File: config.mk
export PLATFORM = sky130hd
export DESIGN_NAME = qerv_rf_ram_1p_bridge
export DESIGN_NICKNAME = d
export VERILOG_FILES = /design/src/rtl/qerv_rf_ram_1p_bridge.sv
export SDC_FILE = /design/constraint.sdc
export NUM_CORES = 1
export LEC_CHECK = 0
export CAP_MARGIN = 30
export CELL_PAD_IN_SITES_DETAIL_PLACEMENT = 1
export CELL_PAD_IN_SITES_GLOBAL_PLACEMENT = 1
export CORE_AREA = 8 8 119 132
export CTS_BUF_LIST = sky130_fd_sc_hd__clkbuf_2 sky130_fd_sc_hd__clkbuf_4 sky130_fd_sc_hd__clkbuf_8
export CTS_CLUSTER_DIAMETER = 50
export DETAILED_ROUTE_END_ITERATION = 12
export DIE_AREA = 0 0 127 140
export PLACE_DENSITY_LB_ADDON = 0.2
export REMOVE_ABC_BUFFERS = 1
export SLEW_MARGIN = 20
export SYNTH_ARGS = -nofsm -noshare
export SYNTH_HDL_FRONTEND = slang
export SYNTH_SLANG_ARGS = --single-unit
File: constraint.sdc
create_clock -name i_clk -period 3.4 [get_ports i_clk]
set_input_delay 0.85 -clock i_clk [delete_from_list [all_inputs] [get_ports i_clk]]
set_output_delay 0.85 -clock i_clk [all_outputs]
set_load 0.005 [all_outputs]
File: src/rtl/qerv_rf_ram_1p_bridge.sv
// qerv_rf_ram_1p_bridge: dual-port RF RAM view over a single-port SRAM, reads win and colliding writes park in a FIFO.
// Define QERV_RF_1P_COALESCE_EN to merge writes into a matching buffered entry in place.
module qerv_rf_ram_1p_bridge #(
    parameter int width = 8,
    parameter int aw    = 8,
    parameter int DEPTH = 4
) (
    input  logic             i_clk,
    input  logic             i_rst,
    input  logic [aw-1:0]    i_waddr,
    input  logic [width-1:0] i_wdata,
    input  logic             i_wen,
    input  logic [aw-1:0]    i_raddr,
    input  logic             i_ren,
    output logic [width-1:0] o_rdata,
    output logic [aw-1:0]    o_sram_addr,
    output logic [width-1:0] o_sram_wdata,
    output logic             o_sram_we,
    output logic             o_sram_en,
    input  logic [width-1:0] i_sram_rdata,
    output logic             o_overflow,
    output logic             o_idle
);
    localparam int PW = $clog2(DEPTH);
    localparam int CW = PW + 1;

    logic [aw-1:0]    buf_addr [DEPTH];
    logic [width-1:0] buf_data [DEPTH];
    logic [PW-1:0]    wr_ptr, rd_ptr, idx;
    logic [CW-1:0]    count;
    logic             fwd_hit_r, overflow_r, hit, coal;
    logic [width-1:0] fwd_data_r, hit_data;
    logic             empty, full, pop, direct, push, drop;
`ifdef QERV_RF_1P_COALESCE_EN
    logic [PW-1:0]    coal_idx;
`endif

    assign empty  = count == '0;
    assign full   = count == CW'(DEPTH);
    assign pop    = !i_rst && !i_ren && !empty;
    assign direct = !i_ren && empty && i_wen;

    // Scan oldest to newest so the newest matching entry is the one kept.
    always_comb begin
        hit      = 1'b0;
        hit_data = '0;
        idx      = '0;
        coal     = 1'b0;
`ifdef QERV_RF_1P_COALESCE_EN
        coal_idx = '0;
`endif
        for (int k = 0; k < DEPTH; k++) begin
            idx = rd_ptr + PW'(k);
            if (CW'(k) < count && buf_addr[idx] == i_raddr) begin
                hit      = 1'b1;
                hit_data = buf_data[idx];
            end
`ifdef QERV_RF_1P_COALESCE_EN
            if (i_wen && !direct && CW'(k) < count && !(pop && k == 0) && buf_addr[idx] == i_waddr) begin
                coal     = 1'b1;
                coal_idx = idx;
            end
`endif
        end
    end

    assign push = i_wen && !direct && !coal && (!full || pop);
    assign drop = i_wen && !direct && !coal && full && !pop;

    assign o_sram_en    = !i_rst && (i_ren || !empty || i_wen);
    assign o_sram_we    = !i_rst && !i_ren && (!empty || i_wen);
    assign o_sram_addr  = i_rst ? '0 : i_ren ? i_raddr : !empty ? buf_addr[rd_ptr] : i_wen ? i_waddr : '0;
    assign o_sram_wdata = (i_rst || i_ren) ? '0 : !empty ? buf_data[rd_ptr] : i_wen ? i_wdata : '0;
    assign o_rdata      = fwd_hit_r ? fwd_data_r : i_sram_rdata;
    assign o_overflow   = overflow_r;
    assign o_idle       = empty;

    always_ff @(posedge i_clk) begin
        if (i_rst) begin
            wr_ptr     <= '0;
            rd_ptr     <= '0;
            count      <= '0;
            fwd_hit_r  <= 1'b0;
            fwd_data_r <= '0;
            overflow_r <= 1'b0;
        end else begin
            if (push)
                wr_ptr <= wr_ptr + 1'b1;
            if (pop)
                rd_ptr <= rd_ptr + 1'b1;
            count      <= count + CW'(push) - CW'(pop);
            fwd_hit_r  <= i_ren && hit;
            fwd_data_r <= i_ren ? hit_data : '0;
            overflow_r <= overflow_r || drop;
        end
    end

    always_ff @(posedge i_clk) begin
        if (push) begin
            buf_addr[wr_ptr] <= i_waddr;
            buf_data[wr_ptr] <= i_wdata;
        end
`ifdef QERV_RF_1P_COALESCE_EN
        if (coal)
            buf_data[coal_idx] <= i_wdata;
`endif
    end
endmodule

==> results.toml, run 1 <==
[worst_setup_path]
critPathArrivalTime_ps = 2410
required_ps = 2550
ff2ff_setup_slack_ps = 620
ff2ff_path_depth = 8
endpoint_kind = "output port"
crit_type = "in2out"
r2r-end = "fwd_data_r[0]"
start_kind = "primary input"
rr_startpoint = "rd_ptr[0]"
crit_fanout = 10

[layout]
fin_area_um2 = 6480
num-fill-cells = 1427
n_antenna_cell = 0
fin_nets = 534
multiInputGateArea_um2 = 2710
fin_util_pct = 48.0
seq_area_um2 = 2300
area_growth_pct = 23.1
final_cells = 658
drive_gt1_share_pct = 24.3

[logic_synthesis]
yosysUniqueCellTypes = 47
async_reset_ff_share_pct = 0
ys_seq_area_share_pct = 43.7
synth-edff-count = 64
synthFlopType = "edfxtp_1"
netlist_area_um2 = 5270
synthCells = 414
ys_ff_latch = 83
yosys_warnings = 0
avgSynthCellArea_um2 = 12.7

[floorplan]
core_um2 = 13500
ioPinCount = 64
row_count = 45
dieArea_um2 = 17800
die_y_um = 140
die_w_um = 127
start_util_pct = 39.0

[placement]
io_buffers = 63
dp_cells = 642
dpl.hpwl_um = 10800
place_area_um2 = 6280
place_congestion = 0.791
place_ws_ps = -172

[clocking]
clock-sinks = 83
post_cts.repair.setup_buffers = 0
cts_buffer_depth = 2
clkTransAtPathRegs_ps = 80
ctsRootBufferMaster = "clkbuf_8"
hold_buffers = 0
insertion_delay_ps = 370
cts_tree = "yes"
h-tree-depth = 3
cts_buffers = 9

[power_and_ir_drop]
p_leak_nw = 2.29
power_density_nw_per_um2 = 521
peakVddDrop_uv = 257

[timing]
drv_slew = 0
worst_slack_ps = 135
fmax_ghz = 0.306
tns_ps = 0
setup_violations = 0
hold_viol = 0
worst_clock_skew_ps = 12.5
final.min_clock_period_ps = 3260
timing.slew.headroom_pct = 72.3
worstMarginPinSlew_ps = 414
post-route-period-util_pct = 96.0
rsz0062_at_grt = "false"

[drt]
drcViolationCount = 0
wl_um = 14700
drtAntennaViolNets = 0
via_per_inst = 5.71
dr.pass1.iters = 4
vias = 3755
wl_per_cell_um = 22.3
drt_iter0_markers = 175

[worst_hold_path]
hold_path_depth = 2
worstHoldStart = "o_overflow"
min_to = "o_overflow"
hold_class = "reg2reg"

[grt]
grt_max_degree = 36
grt_pass1_vias = 4166
grt_pass1_wl_um = 23300
globalRoute.totalOverflow = 0
grt_use_total_pct = 17.1
antenna_found_initial = 0

[job]
cap_violations = 0

[run_status]
status = "complete, no violations"
-- registers in the layout, indices dropped and copies added (netlist names), named ones only --
name        cells
buf_addr       32
count           3
o_overflow      1
rd_ptr          2
fwd_data_r      8
fwd_hit_r       1
buf_data       32
wr_ptr          2
-- metrics by stage --
step | power, W | hold slack, ps
floorplan | 0.00213 | 465
global placement | 0.00267 | 480
detailed placement | 0.00270 | 525
CTS | 0.00343 | 545
global route | 0.00358 | 575
finish | 0.00338 | 538
-- cell usage in the layout, fill, tap and decap left out, types with 6 or more instances in the layout --
cell	netlist	layout
edfxtp_1	64	64
clkdlybuf4s50_1	0	50
mux4_2	42	42
nand2_1	29	29
buf_4	0	29
xnor2_1	27	27
nor2_1	25	24
inv_1	23	23
mux2_2	17	17
dfxtp_1	19	17
a21oi_1	16	16
mux2i_1	13	13
clkbuf_8	0	10
dlygate4sd2_1	0	9
nand3_1	8	8
ha_1	8	8
xor2_1	7	7
o221ai_1	7	7
buf_12	1	7
a222oi_1	6	6
o21ai_0	7	6
nor3_1	6	6
a31oi_1	6	6
-- power breakdown --
part	internal (W)	switching (W)
clock network	0.000364	0.000372
registers	0.00122	0.0000899
logic	0.000677	0.000654
total	0.00226	0.00112
-- worst max path at each step --
stage	start	to	slack (ps)	depth (start not counted)
2_1_floorplan	rd_ptr[0]	fwd_data_r[2]	-350	7
3_3_place_gp	i_ren	o_sram_addr[2]	-240	7
3_5_place_dp	i_ren	o_sram_addr[2]	-170	7
4_1_cts	i_ren	o_sram_addr[1]	20	7
5_1_grt	count[1]	o_sram_wdata[3]	10	8
6_report	i_wen	o_sram_wdata[3]	140	6
-- synth_stat cells, types with 3 or more instances --
master    count  area [um2]
edfxtp_1     64        1920
mux4_2       42         946
nand2_1      29         109
xnor2_1      27         236
nor2_1       25        93.8
inv_1        23        86.3
clkbuf_1     19        71.3
dfxtp_1      19         380
mux2_2       17         191
a21oi_1      16        80.1
mux2i_1      13         130
buf_2         8        40.0
ha_1          8         100
nand3_1       8        40.0
o21ai_0       7        35.0
o221ai_1      7        61.3
xor2_1        7        61.3
a222oi_1      6        60.1
a31oi_1       6        37.5
nor3_1        6        30.0
and2_1        5        31.3
mux4_1        5         131
nand2b_1      5        31.3
o211a_1       5        50.1
buf_1         4        15.0
nand4_1       4        25.0
a22o_1        3        26.3
nor2b_1       3        18.8
-- cell families after synthesis --
kind of cell               synth area share [%]
AOI/OAI and AO/OA                          8.32
xor gates and xnor gates                   5.65
adders and majority gates                  2.28
buffers and inverters                      5.20
DFF                                        43.7
muxes                                      26.6
and+or+nand+nor                            8.27
-- critical path, cell delays in order --
cell and delay (ps):
clkdlybuf4s50_1 500, and3_4 200, buf_12 140, buf_4 120, a22o_1 110, clkdlybuf4s50_1 490
-- what timing repair did --
| item | CTS | global route |
|---|---|---|
| pin swaps | 2 | 1 |
| gates resized for setup | 14 | 7 |
| endpoints found under the setup margin | 11 | 8 |
-- layer usage --
| layer | share of wire (%) | wire length, um | global-route usage, % |
|---|---|---|---|
| met2 | 53 | 7800 | 30.0 |
| met4 | 2.1 | 314 | 7.46 |
| met1 | 40 | 5810 | 20.0 |
| met3 | 5.0 | 733 | 2.89 |
| met5 | 0 | 0 | 0 |
-- cell type report --
cell class / count / area share, %
flip-flops and latches: 83 / 35.5
repair buffers: 99 / 15.1
clock buffers: 11 / 2.24
well taps: 164 / 3.16
clock inverters: 5 / 0.810
inverters: 24 / 1.39
multi-input cells: 272 / 41.8
No activity file was read; power rests on OpenSTA's default activity.
==> inputs of run 2 (changes only) <==
--- a/config.mk
+++ b/config.mk
@@ -10,7 +10,6 @@
 export CELL_PAD_IN_SITES_GLOBAL_PLACEMENT = 1
 export CORE_AREA = 8 8 119 132
 export CTS_BUF_LIST = sky130_fd_sc_hd__clkbuf_2 sky130_fd_sc_hd__clkbuf_4 sky130_fd_sc_hd__clkbuf_8
-export CTS_CLUSTER_DIAMETER = 50
 export DETAILED_ROUTE_END_ITERATION = 12
 export DIE_AREA = 0 0 127 140
 export PLACE_DENSITY_LB_ADDON = 0.2
==> results of run 2 <==
Final layout, timing and power as in run 1 (identical DEF).
==> inputs of run 3 (changes only) <==
--- a/config.mk
+++ b/config.mk
@@ -8,10 +8,10 @@
 export CAP_MARGIN = 30
 export CELL_PAD_IN_SITES_DETAIL_PLACEMENT = 1
 export CELL_PAD_IN_SITES_GLOBAL_PLACEMENT = 1
-export CORE_AREA = 8 8 119 132
+export CORE_AREA = 2 2 113 126
 export CTS_BUF_LIST = sky130_fd_sc_hd__clkbuf_2 sky130_fd_sc_hd__clkbuf_4 sky130_fd_sc_hd__clkbuf_8
 export DETAILED_ROUTE_END_ITERATION = 12
-export DIE_AREA = 0 0 127 140
+export DIE_AREA = 0 0 115 128
 export PLACE_DENSITY_LB_ADDON = 0.2
 export REMOVE_ABC_BUFFERS = 1
 export SLEW_MARGIN = 20
==> results.toml, run 3 (synthesis results as in run 1) <==
[layout]
multiInputGateArea_um2 = 2710
reg_top3 = "buf_addr: 32 flops, buf_data: 32 flops, fwd_data_r: 8 flops"
fin_area_um2 = 6540
n_antenna_cell = 0
fin_nets = 533
mostFrequentLayoutCell = "edfxtp_1"
seq_area_um2 = 2300
drive_gt1_share_pct = 24.5
area_growth_pct = 24.2
num-fill-cells = 1402
layout_common_cells = "64 x edfxtp_1, 51 x clkdlybuf4s50_1, 42 x mux4_2, 29 x nand2_1, 27 x xnor2_1"

[drt]
via_per_inst = 5.78
wl_um = 14700
dr.pass1.iters = 5
drcViolationCount = 0
drtAntennaViolNets = 0
drt_iter0_markers = 243
wl_per_cell_um = 22.4
vias = 3797

[floorplan]
die_w_um = 115
die_y_um = 128
row_count = 45
core_um2 = 13500
start_util_pct = 39.0
dieArea_um2 = 14700
ioPinCount = 64

[job]
cap_violations = 0

[placement]
place_congestion = 0.810
place_area_um2 = 6260
place_ws_ps = -153
io_buffers = 63
dpl.hpwl_um = 10100

[timing]
final.min_clock_period_ps = 3290
worstMarginPinSlew_ps = 426
post-route-period-util_pct = 96.8
rsz0062_at_grt = "false"
drv_slew = 0
fmax_ghz = 0.304
setup_violations = 0
worst_clock_skew_ps = 9.57
timing.slew.headroom_pct = 71.6
hold_viol = 0
worst_slack_ps = 110

[worst_setup_path]
endpoint_kind = "output port"
critPathArrivalTime_ps = 2440
required_ps = 2550
crit_fanout = 10
start_kind = "primary input"
crit_type = "in2out"

[clocking]
cts_tree = "yes"
clock-sinks = 83
insertion_delay_ps = 380
cts_buffer_depth = 2
ctsRootBufferMaster = "clkbuf_8"
cts_buffers = 9
clkTransAtPathRegs_ps = 80
h-tree-depth = 3
post_cts.repair.setup_buffers = 0

[power_and_ir_drop]
peakVddDrop_uv = 419
power_density_nw_per_um2 = 545
p_leak_nw = 2.29
finalPower_w = 0.00356

[grt]
grt_max_degree = 40
grt_pass1_wl_um = 23200
grt_pass1_vias = 4115
antenna_found_initial = 0
globalRoute.totalOverflow = 0
grt_use_total_pct = 21.1

[worst_hold_path]
hold_class = "reg2reg"

[run_status]
status = "complete, no violations"
[run 3: per-stage QoR]
| step | std cells | TNS (ps) | hold WS, ps | utilization (%) |
|---|---|---|---|---|
| floorplan | 379 | -2710 | 465 | - |
| global placement | 640 | -362 | 476 | 46.4 |
| detailed placement | 640 | -685 | 483 | 46.4 |
| CTS | 657 | 0 | 503 | 48.3 |
| global route | 657 | 0 | 550 | 48.4 |
| finish | 657 | 0 | 490 | 48.4 |
[run 3: worst max-delay path: stages]
cell,delay [ps]
clkdlybuf4s50_1,510
and3_4,200
buf_12,140
buf_4,120
a22o_1,110
clkdlybuf4s50_1,490
[run 3: per-layer routing]
layer | wire [um] | up-vias | track usage (%)
li1 | - | 1741 | -
met1 | 6300 | 1957 | 26.0
met2 | 7720 | 85 | 37.3
met3 | 457 | 14 | 3.88
met4 | 229 | 0 | 6.59
met5 | 0 | - | 0
[run 3: cell type report]
cell class | count | area share [%]
clock inverters | 6 | 1.74
well taps | 164 | 3.14
flip-flops and latches | 83 | 35.2
inverters | 24 | 1.38
multi-input cells | 272 | 41.5
clock buffers | 10 | 2.01
repair buffers | 98 | 15.0
[run 3: what timing repair did]
action                     4_1_cts  5_1_grt
hold buffers                     0        0
pin swaps                        5        1
gates resized for setup         16        7
setup endpoints to repair       10        9
gates cloned                     1        0
[run 3: path summary, 6_finish.rpt]
path         slack [ps]  depth (start not counted)        from         endpoint
max reg2reg         620                          8   rd_ptr[0]    fwd_data_r[4]
min reg2reg         490                          2  o_overflow       o_overflow
min                 490                          2  o_overflow       o_overflow
max                 110                          6       i_wen  o_sram_wdata[3]
[run 3: where the power goes]
group | switching [W] | internal (W)
registers | 0.0000958 | 0.00122
clock network | 0.000398 | 0.000497
logic | 0.000667 | 0.000682
